==> config.mk <==
export PLATFORM = sky130hd
export DESIGN_NAME = reg_scoreboard_flat
export DESIGN_NICKNAME = d
export VERILOG_FILES = /design/src/rtl/reg_scoreboard_pkg.sv /design/src/rtl/reg_scoreboard_if.sv /design/src/rtl/reg_scoreboard_entry.sv /design/src/rtl/reg_scoreboard.sv /design/src/flat_wrapper.sv
export SDC_FILE = /design/constraint.sdc
export NUM_CORES = 1
export LEC_CHECK = 0
export CORE_ASPECT_RATIO = 1.75
export CORE_MARGIN = 5
export CORE_UTILIZATION = 67
export CTS_CLUSTER_SIZE = 24
export DETAILED_ROUTE_END_ITERATION = 6
export PLACE_DENSITY_LB_ADDON = 0.12
export SETUP_SLACK_MARGIN = 0.02
export SYNTH_ARGS = -nofsm -noshare
export SYNTH_HDL_FRONTEND = slang
export SYNTH_SLANG_ARGS = --single-unit
export TNS_END_PERCENT = 50
==> constraint.sdc <==
create_clock -name clk -period 9.8 [get_ports clk]
set_input_delay 2.45 -clock clk [delete_from_list [all_inputs] [get_ports clk]]
set_output_delay 2.45 -clock clk [all_outputs]
set_load 0.05 [all_outputs]
==> src/rtl/reg_scoreboard_pkg.sv <==
// ============================================================================
// Module      : reg_scoreboard_pkg
// Description : Shared RISC-V definitions: opcode constants, pending-count
//               width and register-file geometry for the register scoreboard.
// Revision    : 1.0 - initial release
// ============================================================================
`default_nettype none

package reg_scoreboard_pkg;

    localparam int NUM_REGS = 32;
    localparam int ADDR_W   = 5;
    localparam int OPC_W    = 7;
    localparam int CNT_W    = 2;

    typedef logic [CNT_W-1:0]  cnt_t;
    typedef logic [ADDR_W-1:0] reg_addr_t;
    typedef logic [OPC_W-1:0]  opcode_t;

    localparam cnt_t CNT_MAX = '1;

    localparam opcode_t OPC_LOAD   = 7'b0000011;
    localparam opcode_t OPC_STORE  = 7'b0100011;
    localparam opcode_t OPC_BRANCH = 7'b1100011;
    localparam opcode_t OPC_OP     = 7'b0110011;
    localparam opcode_t OPC_OP_IMM = 7'b0010011;
    localparam opcode_t OPC_JAL    = 7'b1101111;
    localparam opcode_t OPC_JALR   = 7'b1100111;
    localparam opcode_t OPC_LUI    = 7'b0110111;
    localparam opcode_t OPC_AUIPC  = 7'b0010111;

    // STORE and BRANCH carry no destination, their rd field is an immediate.
    function automatic logic opcode_writes_rd(input opcode_t opc);
        return (opc != OPC_STORE) && (opc != OPC_BRANCH);
    endfunction

endpackage : reg_scoreboard_pkg

`default_nettype wire

==> src/rtl/reg_scoreboard_if.sv <==
// ============================================================================
// Module      : reg_scoreboard_if
// Description : Decode check, issue, writeback and kill buses of the register
//               scoreboard, with the hazard and status outputs.
// Revision    : 1.0 - initial release
// ============================================================================
`default_nettype none

interface reg_scoreboard_if;
    import reg_scoreboard_pkg::*;

    logic      chk_rs1_valid;
    reg_addr_t chk_rs1_addr;
    logic      chk_rs2_valid;
    reg_addr_t chk_rs2_addr;
    logic      issue_valid;
    reg_addr_t issue_rd_addr;
    opcode_t   issue_opcode;
    logic      wb_valid;
    reg_addr_t wb_rd_addr;
    logic      kill_valid;
    reg_addr_t kill_rd_addr;
    logic      stall;
    logic      busy;
    logic      underflow_err;

    modport master (
        output chk_rs1_valid, chk_rs1_addr, chk_rs2_valid, chk_rs2_addr,
        output issue_valid, issue_rd_addr, issue_opcode,
        output wb_valid, wb_rd_addr, kill_valid, kill_rd_addr,
        input  stall, busy, underflow_err
    );

    modport slave (
        input  chk_rs1_valid, chk_rs1_addr, chk_rs2_valid, chk_rs2_addr,
        input  issue_valid, issue_rd_addr, issue_opcode,
        input  wb_valid, wb_rd_addr, kill_valid, kill_rd_addr,
        output stall, busy, underflow_err
    );

endinterface : reg_scoreboard_if

`default_nettype wire

==> src/rtl/reg_scoreboard_entry.sv <==
// ============================================================================
// Module      : scoreboard_entry
// Description : Pending-write counter for one architectural register, with a
//               saturating increment and clamped, flagged decrement.
// Revision    : 1.0 - initial release
// ============================================================================
`default_nettype none

module scoreboard_entry
    import reg_scoreboard_pkg::*;
(
    input  wire logic       clk,
    input  wire logic       rst,
    input  wire logic       inc_i,
    input  wire logic [1:0] dec_i,
    output cnt_t            count_o,
    output cnt_t            count_next_o,
    output logic            underflow_o
);

    localparam int SUM_W = CNT_W + 1;

    cnt_t             count_q;
    cnt_t             count_d;
    logic             w_inc_eff;
    logic [SUM_W-1:0] w_sum;
    logic [SUM_W-1:0] w_dec;

    // A full counter ignores the increment; upstream re-presents that issue.
    always_comb begin
        w_inc_eff   = inc_i && (count_q != CNT_MAX);
        w_sum       = {1'b0, count_q} + SUM_W'(w_inc_eff);
        w_dec       = SUM_W'(dec_i);
        underflow_o = (w_sum < w_dec);
        count_d     = underflow_o ? '0 : CNT_W'(w_sum - w_dec);
    end

    always_ff @(posedge clk or posedge rst) begin
        if (rst) begin
            count_q <= '0;
        end else begin
            count_q <= count_d;
        end
    end

    assign count_o      = count_q;
    assign count_next_o = count_d;

endmodule : scoreboard_entry

`default_nettype wire

==> src/rtl/reg_scoreboard.sv <==
// ============================================================================
// Module      : reg_scoreboard
// Description : Register scoreboard tracking in-flight writers of x1..x31 and
//               raising a decode stall on RAW hazards or a full counter.
// Revision    : 1.0 - initial release
// ============================================================================
`default_nettype none

module reg_scoreboard
    import reg_scoreboard_pkg::*;
(
    input  wire logic        clk,
    input  wire logic        rst,
    reg_scoreboard_if.slave  sb
);

    cnt_t                count      [NUM_REGS];
    cnt_t                count_next [NUM_REGS];
    logic [NUM_REGS-1:0] w_nz_next;
    logic [NUM_REGS-1:0] w_uflow;
    logic                w_issue_track;
    logic                w_stall;
    logic                busy_q;
    logic                underflow_q;

    assign w_issue_track = sb.issue_valid && (sb.issue_rd_addr != '0)
                           && opcode_writes_rd(sb.issue_opcode);

    // x0 is hardwired to an empty entry so any x0 lookup reads zero.
    assign count[0]      = '0;
    assign count_next[0] = '0;
    assign w_nz_next[0]  = 1'b0;
    assign w_uflow[0]    = 1'b0;

    for (genvar i = 1; i < NUM_REGS; i++) begin : g_entry
        logic       w_inc;
        logic       w_wb_hit;
        logic       w_kill_hit;
        logic [1:0] w_dec;

        assign w_inc      = w_issue_track && (sb.issue_rd_addr == ADDR_W'(i));
        assign w_wb_hit   = sb.wb_valid   && (sb.wb_rd_addr   == ADDR_W'(i));
        assign w_kill_hit = sb.kill_valid && (sb.kill_rd_addr == ADDR_W'(i));
        assign w_dec      = {1'b0, w_wb_hit} + {1'b0, w_kill_hit};

        scoreboard_entry u_entry (
            .clk          (clk),
            .rst          (rst),
            .inc_i        (w_inc),
            .dec_i        (w_dec),
            .count_o      (count[i]),
            .count_next_o (count_next[i]),
            .underflow_o  (w_uflow[i])
        );

        assign w_nz_next[i] = (count_next[i] != '0);
    end

    // Current state only: a same-cycle writeback does not release the stall.
    always_comb begin
        w_stall = 1'b0;
        if (!rst) begin
            w_stall = (sb.chk_rs1_valid && (count[sb.chk_rs1_addr] != '0))
                   || (sb.chk_rs2_valid && (count[sb.chk_rs2_addr] != '0))
                   || (w_issue_track && (count[sb.issue_rd_addr] == CNT_MAX));
        end
    end

    always_ff @(posedge clk or posedge rst) begin
        if (rst) begin
            busy_q      <= 1'b0;
            underflow_q <= 1'b0;
        end else begin
            busy_q      <= |w_nz_next;
            underflow_q <= underflow_q | (|w_uflow);
        end
    end

    assign sb.stall         = w_stall;
    assign sb.busy          = busy_q;
    assign sb.underflow_err = underflow_q;

endmodule : reg_scoreboard

`default_nettype wire

==> src/flat_wrapper.sv <==
// flat-port wrapper written by rule: the top's interface ports become plain ports
module reg_scoreboard_flat import reg_scoreboard_pkg::*;
  (clk, rst, sb_chk_rs1_valid, sb_chk_rs1_addr, sb_chk_rs2_valid, sb_chk_rs2_addr, sb_issue_valid, sb_issue_rd_addr, sb_issue_opcode, sb_wb_valid, sb_wb_rd_addr, sb_kill_valid, sb_kill_rd_addr, sb_stall, sb_busy, sb_underflow_err);
  reg_scoreboard_if sb_i ();
  input  wire logic clk;
  input  wire logic rst;
  input wire logic [$bits(sb_i.chk_rs1_valid)-1:0] sb_chk_rs1_valid;
  input wire logic [$bits(sb_i.chk_rs1_addr)-1:0] sb_chk_rs1_addr;
  input wire logic [$bits(sb_i.chk_rs2_valid)-1:0] sb_chk_rs2_valid;
  input wire logic [$bits(sb_i.chk_rs2_addr)-1:0] sb_chk_rs2_addr;
  input wire logic [$bits(sb_i.issue_valid)-1:0] sb_issue_valid;
  input wire logic [$bits(sb_i.issue_rd_addr)-1:0] sb_issue_rd_addr;
  input wire logic [$bits(sb_i.issue_opcode)-1:0] sb_issue_opcode;
  input wire logic [$bits(sb_i.wb_valid)-1:0] sb_wb_valid;
  input wire logic [$bits(sb_i.wb_rd_addr)-1:0] sb_wb_rd_addr;
  input wire logic [$bits(sb_i.kill_valid)-1:0] sb_kill_valid;
  input wire logic [$bits(sb_i.kill_rd_addr)-1:0] sb_kill_rd_addr;
  output wire logic [$bits(sb_i.stall)-1:0] sb_stall;
  output wire logic [$bits(sb_i.busy)-1:0] sb_busy;
  output wire logic [$bits(sb_i.underflow_err)-1:0] sb_underflow_err;
  assign sb_i.chk_rs1_valid = sb_chk_rs1_valid;
  assign sb_i.chk_rs1_addr = sb_chk_rs1_addr;
  assign sb_i.chk_rs2_valid = sb_chk_rs2_valid;
  assign sb_i.chk_rs2_addr = sb_chk_rs2_addr;
  assign sb_i.issue_valid = sb_issue_valid;
  assign sb_i.issue_rd_addr = sb_issue_rd_addr;
  assign sb_i.issue_opcode = sb_issue_opcode;
  assign sb_i.wb_valid = sb_wb_valid;
  assign sb_i.wb_rd_addr = sb_wb_rd_addr;
  assign sb_i.kill_valid = sb_kill_valid;
  assign sb_i.kill_rd_addr = sb_kill_rd_addr;
  assign sb_stall = sb_i.stall;
  assign sb_busy = sb_i.busy;
  assign sb_underflow_err = sb_i.underflow_err;
  reg_scoreboard u_core (.clk(clk), .rst(rst), .sb(sb_i));
endmodule
==> impl_results.md <==
* Grt total ovfl at 0
* Hold Buf Count CTS at 0
* Core area at 0.01057 mm^2
* Critical path peak fanout at 20
* First-pass iteration count of the detailed router at 5
* Worst-Margin Slew at 1.056 ns
* Fin. max-slew vios at 0
* Placed Area at 0.007636 mm^2
* Die width at 88.01 um
* Cell area after layout at 0.007898 mm^2
* Slew HR at 0.2937
* Drt initial violations at 434
* Final min period at 8.442 ns
* DRC viols at 0
* Max stage delay cell, worst path: clkdlybuf4s50_1
* Syn nets at 993
* Cts bufs inserted at 9
* Setup violations, final at 0
* Overall routing resource usage at 0.3621
* Die ar. at 0.01289 mm^2
* Setup_tns at 0 ns
* # rows at 50
* Clock Skew at 0.004486 ns
* Final nets at 1026
* Mapped Cells at 799
* Cell area power density at 144.4 mW/mm^2
* Synthesized area per cell at 8.929 um^2
* First-pass GRT wire length at 35000 um
* Ys async rst share at 1.000
* Most frequent cells in the layout: 160 x nor2_1, 124 x ha_1, 68 x inv_1
* Number of synthesized flops with an enable pin at 0
* Antenna violations before repair at 0
* Peak VDD IR at 0.1323 mV
* Maximum clock frequency at 118.5 MHz
* Ys flop type: dfrtp_1
* CTS sink count at 64
* Skew-Pair Late Insertion Delay at 0.33 ns
* Final Hold Vio Count at 0
* Area grow syn2layout at 10.70%
* Most common cell after layout, fill and taps aside: nor2_1
* Largest family of logic cells by synthesized area: adder cells
* CP Launch Type: input port
* Post-Synth Simple-Gate Area at 0.2315
* WP data arrival at 5.99 ns
* Crit path capture type: output port
* Starting Density at 0.6748
* Crit-path cells: clkdlybuf4s50_1 > mux4_2 > a21oi_1 > a2111oi_0 > o21ai_0 > a41oi_1 > clkdlybuf4s50_1
* CTS tree: done
* Outcome: finished, final reports clean
* Die extent in y at 146.5 um
* XOR/XNOR Fraction of Synth Area at 0.03806
* Vias in the first global route at 6885
* PnR worst setup slack at 1.358 ns
* Netlist cell types at 46
* Worst-path clk slew at 0.05 ns
* Max cap viols at 0
* Post-Synth Adder-Cell Area at 0.3045
* Total Routed Length at 22170 um
* Post-CTS setup buffer count at 0
* Worst path most repeated cell: clkdlybuf4s50_1
* Largest net degree at the start of global routing at 65
* Routed Antenna Nets at 0
* # diodes at 0
* Final period util at 0.8614
* Place WS at 1.347 ns
* Sequential share of the synthesized area at 0.2245
* Worst min-delay path class: flop to flop
* CTS root buf: clkbuf_16
* Post-detail-place hpwl at 17970 um
* I/O pin total at 42
* Htree depth at 3
* RSZ-0062 raised after global routing: no
* Slowest stage delay, CP at 1.14 ns
* PortBufs at 40
* Share of cells above drive strength 1 at 0.05276
* Total number of vias at 6396
* Seq cells post-synth at 64
* Critical path class: input port to output port
* CP required at 7.35 ns
* WL per Instance at 23.00 um
* Final hold slack at 0.6433 ns
* Synthesis warning total at 0
* Avg Vias per Cell at 6.635
* P_leak at 0.003768 uW
* Synth Area in Compound Gates at 0.09313
* RD Place Congestion at 1.017
* Post-CTS Resized at 0
* Mapped cell area at 0.007134 mm^2
* Clock Path Buffers at 2
* Post-synthesis mux area share at 0.05928
## routing by layer
| layer | global-route usage | vias to the layer above | share of wire |
|---|---|---|---|
| li1 | - | 2857 | - |
| met1 | 0.3719 | 3085 | 0.32 |
| met2 | 0.6171 | 326 | 0.51 |
| met3 | 0.04687 | 128 | 0.061 |
| met4 | 0.3187 | 0 | 0.11 |
| met5 | 0 | - | 0 |
## critical path: cells and delay by family
kind                   cells  cell delay, ns
AO/OA/AOI/OAI              4            1.14
buffers and inverters      2            2.00
multiplexers               1            0.38
## power breakdown
part | switching [uW] | internal (uW)
clock | 118 | 180
sequential | 85.9 | 327
combinational | 241 | 187
total | 446 | 695
## registers in the layout (all words and copies together) (netlist names)
name / cells
u_core.g_entry.u_entry.count_o: 62
u_core.sb.busy: 1
u_core.sb.underflow_err: 1
## worst paths after layout
check	startpoint	depth (start not counted)	slack [ns]	end
worst max-delay path	sb_issue_rd_addr[0]	7	1.36	sb_stall
min in group asynchronous	rst	3	2.77	u_core.g_entry[25].u_entry.count_o[1]
worst min-delay path	u_core.sb.underflow_err	3	0.64	u_core.sb.underflow_err
worst max register to register	u_core.g_entry[16].u_entry.count_o[1]	9	6.21	u_core.sb.busy
worst min register to register	u_core.sb.underflow_err	3	0.64	u_core.sb.underflow_err
max in group asynchronous	rst	3	6.40	u_core.g_entry[24].u_entry.count_o[1]
## through the flow
step,utilization,power (uW),cells
after global placement,0.7222,815.4,951
after global routing,0.7470,1205,964
final,0.7470,1140,964
after detailed placement,0.7222,832.7,951
after floorplan,-,682.1,799
after CTS,0.7470,1131,964
## cell usage after synthesis, types with 8 or more instances
library cell    n  area, um^2
inv_1          69       259.0
dfrtp_1        64        1602
and2_1         31       193.9
mux4_2         16       360.4
nor4_1         16       100.1
a2111oi_0       9       78.83
nor2_1        160       600.6
xnor2_1        31       271.5
nor2b_1         8       50.05
fa_1           31       620.6
nand2_1        22       82.58
nor3_1         23       115.1
a211oi_1       31       232.7
o21ai_0         8       40.04
ha_1          124        1551
clkbuf_1       14       52.55
nand2b_1       10       62.56
nand3_1        15       75.07
a21oi_1        33       165.2
o22ai_1         8       50.05
nor3b_1        17       127.6
## layout make-up
type | instances | area [um^2]
well taps | 130 | 162.7
repair buffers | 44 | 430.4
flip-flops and latches | 64 | 1602
clock buffers | 12 | 256.5
clock inverters | 1 | 5.005
fillers | 860 | 2675
multi-input cells | 644 | 5182
inverters | 69 | 259.0
## cells by family after synthesis
family | count (synthesis)
and+or+nand+nor | 335
AOI/OAI and AO/OA | 101
xor gates and xnor gates | 31
DFF | 64
muxes | 22
buffers and inverters | 91
adders and majority gates | 155
(Power assumes the default switching activity.)
==> patch, RTL diff (same settings) <==
`CNT_W`: 2 -> 4.
--- a/src/rtl/reg_scoreboard_pkg.sv
+++ b/src/rtl/reg_scoreboard_pkg.sv
@@ -13,3 +13,3 @@
     localparam int OPC_W    = 7;
-    localparam int CNT_W    = 2;
+    localparam int CNT_W    = 4;
 
Function: changed (a bounded check fails within 4 cycles, from zero or initial values and one cycle with rst high).
==> patch against the original RTL <==
Largest power group unchanged; area after synthesis increased by 75%; sequential cell count increased by 62; register-to-register slack got worse by 1.1 ns; cell area increased by 73%; global-route usage increased by 0.31 points; final cell count increased by 75%; the run now ends with DRC left; clock skew increased by 0.0064 ns; total power increased to 2.8 times the old value; synthesized cell count increased by 76%; sequential share of layout area increased by 2.8 points; highest routed layer unchanged; wire length increased by 74%; worst setup slack got worse by 0.025 ns; die area increased by 67%; combinational power increased to 3.8 times the old value.
==> patch: results <==
[synthesis]
yosysWarningCount = 0
synth_fp_nets = 1634
netlist_top_cells_count = "169 x nor2_1, 155 x ha_1, 126 x dfrtp_1"
yosysSeqAreaShare_pct = 25.30
synth_area_leaders = "dfrtp_1 25%, ha_1 16%, nor2_1 5.1%"
ys_types = 82
synthArstFlopShare_pct = 100.0
netlist.area_leader.share_pct = 25.30

[min_path]
hold_class = "reg2reg"
hp-start = "u_core.g_entry[16].u_entry.count_o[3]"

[timing]
clock_skew_ns = 0.01087
relSlewSlack_pct = 13.41

[worst_setup_path]
startpoint = "sb_issue_rd_addr[1]"
crit_fanout = 12
cpMaxStageDelayCell = "clkdlybuf4s50_1"
r2r_cells = 12
slowest_delay_ns = 0.89
r2r_start = "u_core.g_entry[11].u_entry.count_o[2]"
rrSetupSlack_ns = 5.07
cp_data_arrival_time_ns = 6.02

[placed_design]
place_area_sq_um = 13040
io_buffers = 40
routabilityCongestion = 1.030
hpwl_microns = 30680

[clock_network]
clkTransAtPathRegs_ns = 0.06
clkLatencyLatePin_ns = 0.43
cts_made_buffers = 17
htreeDepth = 4
post_cts_buffers = 0

[pwr]
p_int_mw = 1.734
peakVddDrop_mv = 0.1427
leakage_nw = 6.208

[drt]
viasPerCell = 6.778
first_pass_iters = 7
wirelength_microns = 38660
first_iter_violations = 924
drc = 1

[finish]
nets = 1662
largest_reg_flops = 124
drive_above_1_share_pct = 7.246

[status]
status = "finished, violations left"
violations = "DRC"

[grt]
grt_usage_pct = 36.52
grt_pass1_vias = 11500
grt_pass1_wl_microns = 60040
grt_max_degree = 72

[floorplan]
die_w_microns = 113.1
[patch: per-layer routing]
metal  vias to the layer above  part of all wire (%)  track usage (%)
li1                       5176                     -                -
met1                      5489                    33            36.85
met2                       549                    49            62.56
met3                       220                   7.5            7.272
met4                         0                    11            32.72
met5                         -                     0                0
[patch: power groups by stage]
| stage | combinational, mW | sequential (mW) | clock [mW] |
|---|---|---|---|
| 5_1_grt | 1.76 | 0.903 | 0.687 |
| 4_1_cts | 1.59 | 0.874 | 0.662 |
| 6_report | 1.62 | 0.883 | 0.661 |
| 3_5_place_dp | 1.57 | 0.882 | 0 |
| 3_3_place_gp | 1.53 | 0.873 | 0 |
| 2_1_floorplan | 1.12 | 0.817 | 0 |
[patch: area by class of cell]
class / count / area [sq um]
Clock buffer: 21 / 460.4
Clock inverter: 10 / 138.9
Fill cell: 1487 / 4863
Inverter: 125 / 471.7
Multi-Input combinational cell: 1122 / 8680
Sequential cell: 126 / 3153
Tap cell: 238 / 297.8
Timing Repair Buffer: 45 / 432.9
[patch: metrics by stage]
stage,cells,power (mW),worst slack (ns),utilization [%]
after floorplan,1409,1.933,1.178,-
after global placement,1656,2.404,1.484,70.47
after detailed placement,1656,2.456,1.405,70.47
after CTS,1687,3.127,1.404,73.71
after global routing,1687,3.346,1.235,73.71
final,1687,3.161,1.334,73.71
[patch: cells by family after synthesis]
logic type / count (synthesis) / synth area share (%)
adders and majority gates: 186 / 20.54
DFF: 126 / 25.30
muxes: 63 / 6.525
and+or+nand+nor: 588 / 24.26
xor gates and xnor gates: 62 / 4.869
buffers and inverters: 161 / 5.060
AOI/OAI and AO/OA: 223 / 13.44
[patch: worst min path at each step]
stage / endpoint / slack, ns / cells past startpoint
final: u_core.g_entry[16].u_entry.count_o[3] / 0.63 / 1
after global routing: u_core.g_entry[11].u_entry.count_o[3] / 0.65 / 1
after CTS: u_core.g_entry[16].u_entry.count_o[3] / 0.63 / 1
after detailed placement: u_core.g_entry[16].u_entry.count_o[3] / 0.62 / 1
after global placement: u_core.g_entry[16].u_entry.count_o[3] / 0.60 / 1
after floorplan: u_core.g_entry[16].u_entry.count_o[3] / 0.55 / 1
